--- config.mk ---
export PLATFORM = sky130hd
export DESIGN_NAME = iic_responder
export DESIGN_NICKNAME = d
export VERILOG_FILES = /design/src/rtl/iic_pkg.sv /design/src/rtl/iic_sync_edge.sv /design/src/rtl/iic_responder.sv
export SDC_FILE = /design/constraint.sdc
export NUM_CORES = 1
export LEC_CHECK = 0
export ABC_AREA = 1
export BUFFER_PORTS_ARGS = -buffer_cell sky130_fd_sc_hd__buf_2
export CORE_UTILIZATION = 25
export DETAILED_ROUTE_END_ITERATION = 8
export SYNTH_ARGS = -nofsm -noshare
export SYNTH_HDL_FRONTEND = slang
export SYNTH_SLANG_ARGS = --single-unit
--- constraint.sdc ---
create_clock -name Clk -period 5 [get_ports Clk]
set_clock_uncertainty 0.2 [all_clocks]
set_input_delay 0.25 -clock Clk [delete_from_list [all_inputs] [get_ports Clk]]
set_output_delay 0.25 -clock Clk [all_outputs]
set_load 0.05 [all_outputs]
--- src/rtl/iic_pkg.sv ---
// I2C register responder: shared state encoding
// and default device address.
package iic_pkg;

  localparam logic [6:0] IIC_DEV_ADDR = 7'h76;

  typedef enum logic [3:0] {
    S_IDLE,
    S_ADDR,
    S_ADDR_ACK,
    S_PTR,
    S_PTR_ACK,
    S_WDATA,
    S_WDATA_ACK,
    S_RDATA,
    S_RD_MACK,
    S_IGNORE
  } iic_state_e;

endpackage

--- src/rtl/iic_sync_edge.sv ---
// Two-flop synchronizer plus history flop for
// one bus line, with rise/fall detection.
module iic_sync_edge (
  input  logic Clk,
  input  logic Reset_n,
  input  logic i_line,
  output logic o_lvl,
  output logic o_rise,
  output logic o_fall
);

  logic r_s1;
  logic r_s2;
  logic r_hist;

  // synchronize and keep one sample of history
  always_ff @(posedge Clk) begin
    if (!Reset_n) begin
      r_s1   <= 1'b1;
      r_s2   <= 1'b1;
      r_hist <= 1'b1;
    end else begin
      r_s1   <= i_line;
      r_s2   <= r_s1;
      r_hist <= r_s2;
    end
  end

  assign o_lvl  = r_s2;
  assign o_rise = r_s2 & ~r_hist;
  assign o_fall = ~r_s2 & r_hist;

endmodule

--- src/rtl/iic_responder.sv ---
// I2C slave with a pointer-addressed byte
// register file; writes are strobed out.
module iic_responder
  import iic_pkg::*;
#(
  parameter logic [6:0] DEV_ADDR = IIC_DEV_ADDR,
  parameter int         ADDR_W   = 6
) (
  input  logic              Clk,
  input  logic              Reset_n,
  input  logic              scl_in,
  input  logic              sda_in,
  output logic              sda_oe,
  output logic              wr_stb,
  output logic [ADDR_W-1:0] wr_addr,
  output logic [7:0]        wr_data,
  output logic              busy
);

  localparam int DEPTH = 1 << ADDR_W;

  logic w_scl, w_scl_rise, w_scl_fall;
  logic w_sda, w_sda_rise, w_sda_fall;
  logic w_start, w_stop;

  iic_sync_edge u_scl (
    .Clk     (Clk),
    .Reset_n (Reset_n),
    .i_line  (scl_in),
    .o_lvl   (w_scl),
    .o_rise  (w_scl_rise),
    .o_fall  (w_scl_fall)
  );

  iic_sync_edge u_sda (
    .Clk     (Clk),
    .Reset_n (Reset_n),
    .i_line  (sda_in),
    .o_lvl   (w_sda),
    .o_rise  (w_sda_rise),
    .o_fall  (w_sda_fall)
  );

  assign w_start = w_sda_fall & w_scl;
  assign w_stop  = w_sda_rise & w_scl;

  iic_state_e        r_state, w_state;
  logic [3:0]        r_bit, w_bit;
  logic [7:0]        r_shift, w_shift;
  logic              r_rw, w_rw;
  logic [ADDR_W-1:0] r_ptr, w_ptr;
  logic              r_oe, w_oe;
  logic              r_busy, w_busy;
  logic              r_wr_stb;
  logic [ADDR_W-1:0] r_wr_addr;
  logic [7:0]        r_wr_data;
  logic [7:0]        r_mem [DEPTH];
  logic              w_we;
  logic [7:0]        w_sin;
  logic [ADDR_W-1:0] w_ptr_inc;
  logic [7:0]        w_rd, w_rd_nx;

  assign w_sin     = {r_shift[6:0], w_sda};
  assign w_ptr_inc = r_ptr + 1'b1;
  assign w_rd      = r_mem[r_ptr];
  assign w_rd_nx   = r_mem[w_ptr_inc];

  // protocol state register, strobes and register file
  always_ff @(posedge Clk) begin
    if (!Reset_n) begin
      r_state   <= S_IDLE;
      r_bit     <= '0;
      r_shift   <= '0;
      r_rw      <= 1'b0;
      r_ptr     <= '0;
      r_oe      <= 1'b0;
      r_busy    <= 1'b0;
      r_wr_stb  <= 1'b0;
      r_wr_addr <= '0;
      r_wr_data <= '0;
      for (int i = 0; i < DEPTH; i++) r_mem[i] <= '0;
    end else begin
      r_state  <= w_state;
      r_bit    <= w_bit;
      r_shift  <= w_shift;
      r_rw     <= w_rw;
      r_ptr    <= w_ptr;
      r_oe     <= w_oe;
      r_busy   <= w_busy;
      r_wr_stb <= w_we;
      if (w_we) begin
        r_mem[r_ptr] <= w_sin;
        r_wr_addr    <= r_ptr;
        r_wr_data    <= w_sin;
      end
    end
  end

  // next state: bits in on SCL rise, SDA drive on SCL fall
  always_comb begin
    w_state = r_state;
    w_bit   = r_bit;
    w_shift = r_shift;
    w_rw    = r_rw;
    w_ptr   = r_ptr;
    w_oe    = r_oe;
    w_busy  = r_busy;
    w_we    = 1'b0;
    if (w_start) begin
      w_state = S_ADDR;
      w_bit   = '0;
      w_oe    = 1'b0;
    end else if (w_stop) begin
      w_state = S_IDLE;
      w_bit   = '0;
      w_oe    = 1'b0;
      w_busy  = 1'b0;
    end else begin
      case (r_state)
        S_ADDR, S_PTR, S_WDATA: begin
          if (w_scl_rise) begin
            w_shift = w_sin;
            w_bit   = r_bit + 4'd1;
            if (r_bit == 4'd7) begin
              if (r_state == S_ADDR) begin
                if (w_sin[7:1] == DEV_ADDR) begin
                  w_state = S_ADDR_ACK;
                  w_rw    = w_sin[0];
                  w_busy  = 1'b1;
                end else begin
                  w_state = S_IGNORE;
                  w_busy  = 1'b0;
                end
              end else if (r_state == S_PTR) begin
                w_ptr   = w_sin[ADDR_W-1:0];
                w_state = S_PTR_ACK;
              end else begin
                w_we    = 1'b1;
                w_ptr   = w_ptr_inc;
                w_state = S_WDATA_ACK;
              end
            end
          end
        end
        S_ADDR_ACK, S_PTR_ACK, S_WDATA_ACK: begin
          if (w_scl_fall) begin
            if (!r_oe) begin
              w_oe = 1'b1;
            end else begin
              w_oe  = 1'b0;
              w_bit = '0;
              if (r_state != S_ADDR_ACK) begin
                w_state = S_WDATA;
              end else if (r_rw) begin
                w_state = S_RDATA;
                w_shift = w_rd;
                w_oe    = ~w_rd[7];
              end else begin
                w_state = S_PTR;
              end
            end
          end
        end
        S_RDATA: begin
          if (w_scl_rise) begin
            w_bit = r_bit + 4'd1;
          end else if (w_scl_fall) begin
            if (r_bit == 4'd8) begin
              w_oe    = 1'b0;
              w_state = S_RD_MACK;
            end else begin
              w_oe = ~r_shift[3'd7 - r_bit[2:0]];
            end
          end
        end
        S_RD_MACK: begin
          if (w_scl_rise) begin
            w_ptr = w_ptr_inc;
            if (!w_sda) begin
              w_state = S_RDATA;
              w_bit   = '0;
              w_shift = w_rd_nx;
            end else begin
              w_state = S_IGNORE;
            end
          end
        end
        default: ;
      endcase
    end
  end

  assign sda_oe  = r_oe;
  assign busy    = r_busy;
  assign wr_stb  = r_wr_stb;
  assign wr_addr = r_wr_addr;
  assign wr_data = r_wr_data;

endmodule

==> results of run 1 <==
## layer usage
layer  part of all wire, %  up-vias  global-route usage [%]
met2                    45     1708                    27.0
met5                 0.012        -                       0
li1                      -    12768                       -
met3                    10      278                    3.07
met1                    40    13514                    23.0
met4                   4.5        2                    7.78
## tightest hold or removal path: cells and delay by family
kind,cells,cell delay (ns)
and+or+nand+nor,1,0.09
buffers and inverters,2,0.61
## state kept, by name, indices dropped and copies added, names as in the netlist, 4 cells and up, named ones only
signal / count
r_mem: 512
wr_addr: 6
r_bit: 4
r_state: 4
r_shift: 8
wr_data: 8
r_ptr: 6
## stage by stage
stage	total power, mW	util [%]	hold WS, ns	setup WS [ns]
floorplan	12.0	-	0.157	2.13
global placement	16.1	26.6	0.201	1.20
detailed placement	16.1	26.6	0.200	1.09
CTS	20.9	28.4	0.147	1.05
global route	22.1	28.4	0.180	0.751
finish	21.2	28.4	0.174	0.888
## path summary, 6_finish.rpt
path,start,endpoint,cells past startpoint
worst max-delay path,u_sda.o_lvl,r_mem[17][0],10
worst min-delay path,scl_in,u_scl.r_s1,3
worst max register to register,u_sda.o_lvl,r_mem[17][0],10
worst min register to register,u_scl.r_s1,u_scl.o_lvl,1
## logic make-up (layout without fill, tap and decap cells)
kind of cell    after synthesis  count (layout)  synth area share [%]
simple gates               2468            2468                  33.3
compound gates              451             451                  8.25
fa+ha+maj                     3               3                 0.122
flops                       564             564                  53.4
xor+xnor                      3               3                0.0855
buf+inv                     392             303                  4.82
## report_power, final
part,internal (mW),switching [mW]
combinational,2.52,8.26
clock,2.81,1.97
sequential,5.37,0.309
## layout by cell type (no fill, tap or decap), drive strengths merged, types with 3 or more instances in the layout
cell type,netlist,final
clkbuf,255,86
nor2,962,962
nor4,5,5
ha,3,3
bufinv,0,4
nand2,908,908
or2,5,5
o211ai,89,89
nor3,17,17
a21oi,59,59
inv,94,92
a31oi,6,6
nand3,569,569
edfxtp,512,512
dfxtp,52,52
a211oi,13,13
dlygate4sd3,0,3
clkinv,5,33
o21ai,281,281
buf,38,83
## layout make-up
class / count / area [µm²] / share of cell area [%]
flip-flops and latches: 564 / 16400 / 47.5
well taps: 1625 / 2030 / 5.88
inverters: 99 / 393 / 1.14
repair buffers: 86 / 693 / 2.01
clock inverters: 32 / 256 / 0.742
multi-input cells: 2925 / 12900 / 37.3
clock buffers: 86 / 1850 / 5.36
==> impl_metrics.sql, run 1 <==
INSERT INTO impl_metrics (metric_group, metric, value, unit) VALUES
('synthesis', 'post_synth_instance_area', '0.0307', 'mm²'),
('placement', 'postPlaceCellArea', '0.0324', 'mm²'),
('clock_network', 'cts-resized-gates', '0', ''),
('global_route', 'grt_start_max_net_pins', '218', ''),
('cells_and_area', 'n_antenna_cell', '0', ''),
('clock_network', 'cts_tree', 'done', ''),
('setup_path', 'worst_setup_path_end_kind', 'register', ''),
('power', 'power-per-cell-area', '615', 'mW/mm²'),
('detailed_routing', 'average_routed_wire_per_standard_cell', '20.4', 'µm'),
('synthesis', 'syn_area_per_cell', '7.92', 'µm²'),
('cells_and_area', 'syn_to_final_growth', '12.5', '%'),
('detailed_routing', 'drt_iter0_drc', '3974', ''),
('setup_path', 'worstSetupPathType', 'register to register', ''),
('setup_path', 'worst_setup_path_start_kind', 'register', ''),
('setup_path', 'crit_path_top_delay_cell', 'sky130_fd_sc_hd__nor4_4', ''),
('die', 'placement_rows', '128', ''),
('clock_network', 'clock_edge_transition_at_the_registers_on_the_reported_setup_and_hold_paths', '0.06', 'ns'),
('cells_and_area', 'num-fill-cells', '12870', ''),
('setup_path', 'r2r_setup_slack', '0.89', 'ns'),
('sta', 'timing_hold_violations_final', '0', ''),
('synthesis', 'ys_top_cells_by_area', 'sky130_fd_sc_hd__edfxtp_1 50%, sky130_fd_sc_hd__nor2_1 12%, sky130_fd_sc_hd__nand2_1 11%, sky130_fd_sc_hd__nand3_1 9.3%, sky130_fd_sc_hd__o21ai_0 4.5%', ''),
('sta', 'fin_crit_sh', '82.2', '%'),
('global_route', 'antenna_found_initial', '1', ''),
('setup_path', 'path_cells', 'clkinv_2 -> nand3_1 -> nand2_2 -> nor3_4 -> o21ai_2 -> nor2_8 -> inv_4 -> nor4_4 -> nand2_1 -> nand2_1', ''),
('detailed_routing', 'vias_per_cell', '5.22', ''),
('clock_network', 'cts.path.max_buffers', '3', ''),
('placement', 'dp_cells', '5296', ''),
('synthesis', 'synth_top_area_share', '50.0', '%'),
('die', 'vert_die_dim', '353', 'µm'),
('synthesis', 'netlist-cell-type-count', '38', ''),
('placement', 'globalplace.congestion', '0.948', ''),
('detailed_routing', 'via_count', '28270', ''),
('die', 'die_w', '353', 'µm'),
('sta', 'min_period', '4.11', 'ns'),
('die', 'io_pins', '21', ''),
('sta', 'fmax', '243', 'MHz'),
('setup_path', 'worstPathBufferInverterCount', '2', ''),
('clock_network', 'clk_root_buffer_cell', 'sky130_fd_sc_hd__clkbuf_16', ''),
('sta', 'final-setup-viol-count', '0', ''),
('synthesis', 'synth.largest_area_cell', 'sky130_fd_sc_hd__edfxtp_1', ''),
('synthesis', 'synth_sequential_area_ratio', '53.4', '%'),
('run_status', 'outcome', 'completed', ''),
('placement', 'buffer_ports.inserted', '20', ''),
('die', 'initial_utilization', '25.2', '%'),
('die', 'coreArea', '0.122', 'mm²'),
('cells_and_area', 'final_layout_size_suffix_gt1_share', '6.70', '%'),
('power', 'leakage', '12.8', 'nW'),
('synthesis', 'most_frequently_used_flop_master_after_synthesis', 'sky130_fd_sc_hd__edfxtp_1', ''),
('cells_and_area', 'stdcell_count', '5417', ''),
('clock_network', 'htree_num_levels', '3', ''),
('setup_path', 'crit_required', '5.07', 'ns'),
('sta', 'rsz0062_at_grt', 'no', ''),
('detailed_routing', 'drt-pass1-iter-count', '6', ''),
('detailed_routing', 'drt_wl_total', '111', 'mm'),
('die', 'die_area', '0.124', 'mm²'),
('setup_path', 'critical_path.max_stage_delay', '0.85', 'ns'),
('synthesis', 'mappedNetlistNets', '3888', ''),
('sta', 'worst-slew-pin-transition', '1.19', 'ns'),
('global_route', 'globalRoute.totalOverflow', '0', ''),
('clock_network', 'setup_buffers_after_cts', '0', ''),
('global_route', 'track_usage', '17.2', '%'),
('power', 'ir_drop_worst_vdd', '0.000704', 'V'),
('cells_and_area', 'post_layout_instance_area', '0.0346', 'mm²'),
('synthesis', 'yosysMostFrequentCell', 'sky130_fd_sc_hd__nor2_1', ''),
('global_route', 'grt_pass1_vias', '26040', ''),
('setup_path', 'crit_fanout', '16', ''),
('synthesis', 'synth-edff-count', '512', ''),
('sta', 'timing.final.max_slew_violations', '0', ''),
('sta', 'max_slew_headroom', '20.3', '%'),
('setup_path', 'timing.critical_path.arrival', '4.18', 'ns'),
('clock_network', 'insertion_delay', '0.62', 'ns');
Power figures use the tool's default switching activity.
==> run 2: changes to the inputs <==
ABC_AREA = 0   (was 1)
clock period = 3.4 ns   (was 5 ns; I/O delays follow)
==> impl_metrics.sql, run 2 <==
INSERT INTO impl_metrics (metric_group, metric, value, unit) VALUES
('power', 'leakage', '11.6', 'nW'),
('setup_path', 'worstSetupPathType', 'register to register', ''),
('detailed_routing', 'drc', '0', ''),
('flow_run', 'timing.max_cap.violations', '0', ''),
('clock_network', 'htree_num_levels', '3', ''),
('placement', 'buffer_ports.inserted', '20', ''),
('clock_network', 'insertion_delay', '0.62', 'ns'),
('synthesis', 'ys_async_sr_fraction', '0', '%'),
('clock_network', 'clock_edge_transition_at_the_registers_on_the_reported_setup_and_hold_paths', '0.06', 'ns'),
('clock_network', 'clock-sinks', '564', ''),
('sta', 'final-setup-viol-count', '0', ''),
('cells_and_area', 'largest_reg_flops', '512', ''),
('setup_path', 'worst_setup_path_end_kind', 'register', ''),
('die', 'die_area', '0.125', 'mm²'),
('clock_network', 'clk_root_buffer_cell', 'sky130_fd_sc_hd__clkbuf_16', ''),
('synthesis', 'synth_sequential_area_ratio', '53.0', '%'),
('die', 'initial_utilization', '25.3', '%'),
('clock_network', 'tritoncts.num_buffers', '66', ''),
('synthesis', 'synth-edff-count', '512', ''),
('synthesis', 'post_synth_instance_area', '0.0309', 'mm²'),
('power', 'power-per-cell-area', '453', 'mW/mm²'),
('placement', 'post-dp-hpwl', '67.8', 'mm'),
('detailed_routing', 'drt-pass1-iter-count', '5', ''),
('power', 'p_sw', '3.85', 'mW'),
('synthesis', 'yosys-top-cells-count', '512 x sky130_fd_sc_hd__edfxtp_1, 460 x sky130_fd_sc_hd__and2_1, 250 x sky130_fd_sc_hd__mux4_2', ''),
('power', 'switching_share', '23.8', '%'),
('power', 'seq_power_share', '49.4', '%'),
('global_route', 'grt_start_max_net_pins', '68', ''),
('die', 'placement_rows', '128', ''),
('synthesis', 'netlist-cell-type-count', '77', ''),
('sta', 'max_slew_headroom', '27.5', '%'),
('detailed_routing', 'via_count', '20680', ''),
('sta', 'timing.final.max_slew_violations', '0', ''),
('die', 'io_pins', '21', ''),
('cells_and_area', 'largest_register', 'r_mem', ''),
('global_route', 'track_usage', '15.5', '%'),
('cells_and_area', 'final_layout_size_suffix_gt1_share', '25.8', '%'),
('synthesis', 'most_frequently_used_flop_master_after_synthesis', 'sky130_fd_sc_hd__edfxtp_1', ''),
('detailed_routing', 'drt_wl_total', '98.4', 'mm'),
('cells_and_area', 'final_cell_mix', '512 x sky130_fd_sc_hd__edfxtp_1, 460 x sky130_fd_sc_hd__and2_1, 250 x sky130_fd_sc_hd__mux4_2, 171 x sky130_fd_sc_hd__buf_4, 98 x sky130_fd_sc_hd__o21ai_0', ''),
('detailed_routing', 'drt_iter0_drc', '2501', ''),
('power', 'design_power_total', '16.2', 'mW'),
('setup_path', 'timing.critical_path.arrival', '3.46', 'ns'),
('clock_network', 'cts_tree', 'done', ''),
('detailed_routing', 'ant_nets', '0', ''),
('power', 'power.share.combinational', '6.6', '%'),
('synthesis', 'count_of_yosys_warnings_during_synthesis', '0', ''),
('sta', 'worst-slew-pin-transition', '1.08', 'ns'),
('detailed_routing', 'average_routed_wire_per_standard_cell', '24.5', 'µm'),
('placement', 'globalplace.congestion', '0.937', ''),
('global_route', 'grt_first_pass_wirelength', '143', 'mm'),
('detailed_routing', 'vias_per_cell', '5.15', ''),
('synthesis', 'synth.largest_area_cell', 'sky130_fd_sc_hd__edfxtp_1', ''),
('sta', 'timing_hold_violations_final', '0', ''),
('die', 'vert_die_dim', '354', 'µm'),
('cells_and_area', 'syn_to_final_growth', '15.7', '%'),
('power', 'internal_power', '12.4', 'mW'),
('sta', 'min_period', '3.18', 'ns'),
('die', 'die_w', '354', 'µm'),
('setup_path', 'crit_required', '3.68', 'ns'),
('sta', 'fmax', '314', 'MHz'),
('power', 'ir_drop_worst_vdd', '0.000288', 'V'),
('synthesis', 'yosysMostFrequentCell', 'sky130_fd_sc_hd__edfxtp_1', ''),
('sta', 'rsz0062_at_grt', 'no', ''),
('synthesis', 'synth.ff_latch_count', '564', ''),
('run_status', 'outcome', 'completed', ''),
('min_path', 'holdPathStages', '3', ''),
('global_route', 'grt_pass1_vias', '20047', ''),
('setup_path', 'crit_fanout', '22', ''),
('synthesis', 'ys_top_cells_by_area', 'sky130_fd_sc_hd__edfxtp_1 50%, sky130_fd_sc_hd__mux4_2 18%, sky130_fd_sc_hd__and2_1 9.3%, sky130_fd_sc_hd__dfxtp_1 3.4%, sky130_fd_sc_hd__mux2i_1 3.1%', ''),
('sta', 'fin_hold_ws', '0.0867', 'ns'),
('sta', 'fin_crit_sh', '93.6', '%'),
('cells_and_area', 'layout.cells.most_common', 'sky130_fd_sc_hd__edfxtp_1', ''),
('setup_path', 'rr_worst_depth', '7', ''),
('global_route', 'globalRoute.totalOverflow', '0', ''),
('power', 'clockPowerShare', '44.0', '%'),
('clock_network', 'cts.path.max_buffers', '3', ''),
('synthesis', 'synth_top_area_share', '49.7', '%'),
('cells_and_area', 'nets', '2345', ''),
('synthesis', 'mappedNetlistNets', '2281', ''),
('global_route', 'antenna_found_initial', '0', ''),
('min_path', 'hold_path.class', 'input port to register', ''),
('synthesis', 'syn_area_per_cell', '13.6', 'µm²'),
('setup_path', 'worst_setup_path_start_kind', 'register', ''),
('synthesis', 'syn_inst', '2274', ''),
('die', 'coreArea', '0.122', 'mm²');
==> run 2: changes by cell type after synthesis, sizes merged, moves of 83 or more <==
cell / before / now
nand3: 569 / 22
nor2: 962 / 97
o21ai: 281 / 98
nand2: 908 / 93
o211ai: 89 / 6
mux2i: 0 / 95
and2: 0 / 461
clkbuf: 255 / 126
inv: 94 / 9
mux4: 0 / 250
==> run 2: final timing paths <==
path / start / to / slack [ns]
worst max-delay path: register / r_shift[0] / 0.22
worst min-delay path: scl_in / u_scl.r_s1 / 0.09
worst max register to register: register / r_shift[0] / 0.22
worst min register to register: u_sda.r_s1 / u_sda.o_lvl / 0.21
==> run 2: cell type report <==
type / count / area [µm²]
Clock inverter: 41 / 423
Multi-Input combinational cell: 1490 / 13500
Timing Repair Buffer: 207 / 1680
Tap cell: 1625 / 2030
Antenna cell: 1 / 2.50
Fill cell: 12305 / 86600
Clock buffer: 77 / 1710
Sequential cell: 564 / 16400
Inverter: 9 / 33.8
==> run 2: metal layers <==
| layer | global-route usage (%) | routed length [µm] |
|---|---|---|
| met1 | 21.3 | 40800 |
| met2 | 24.4 | 45800 |
| met3 | 2.46 | 8590 |
| met4 | 5.87 | 3280 |
| met5 | 0 | 0 |
==> run 2: timing repair <==
| action | in CTS | in global routing |
|---|---|---|
| gates resized for setup | 1 | 0 |
| setup buffers | 0 | 0 |
| endpoints found under the setup margin | 1 | 0 |
| hold buffers | 4 | 0 |
| endpoints found under the hold margin | 26 | 0 |
==> run 2: worst max-delay path, stage by stage (launching register included) <==
cell	delay (ns)
sky130_fd_sc_hd__dfxtp_4	0.55
sky130_fd_sc_hd__buf_12	0.26
sky130_fd_sc_hd__mux4_2	0.54
sky130_fd_sc_hd__nor2b_1	0.16
sky130_fd_sc_hd__a2111oi_1	0.92
sky130_fd_sc_hd__a2111oi_0	0.15
sky130_fd_sc_hd__nand3_1	0.15
sky130_fd_sc_hd__a41oi_1	0.11
==> run 2: cells by family (layout without fill, tap and decap cells) <==
kind of cell    after synthesis  in the layout  synth area share [%]
simple gates                863            863                  15.8
flops                       564            564                  53.0
mux                         365            365                  22.0
compound gates              249            249                  5.20
buf+inv                     220            334                  3.49
xor+xnor                     10             10                 0.392
fa+ha+maj                     3              3                 0.121
other cells                   0              1                     0
==> run 2: power groups by stage <==
| stage | Clock (mW) | Sequential, mW | Combinational, mW |
|---|---|---|---|
| floorplan | 0 | 8.04 | 0.604 |
| global placement | 0 | 8.13 | 1.05 |
| detailed placement | 0 | 8.14 | 1.05 |
| CTS | 7.23 | 8.00 | 1.06 |
| global route | 7.47 | 8.03 | 1.12 |
| finish | 7.13 | 8.01 | 1.07 |
==> run 2: stage by stage <==
stage | std cells | TNS, ns | setup slack [ns] | instance area, µm² | util [%]
finish | 4014 | 0 | 0.219 | 35800 | 29.3
global route | 4013 | 0 | 0.121 | 35800 | 29.3
CTS | 4013 | 0 | 0.221 | 35800 | 29.3
detailed placement | 3891 | -0.0210 | -0.0210 | 33600 | 27.5
global placement | 3891 | -0.0812 | -0.0812 | 33600 | 27.5
floorplan | 2274 | 0 | 0.327 | 30900 | -
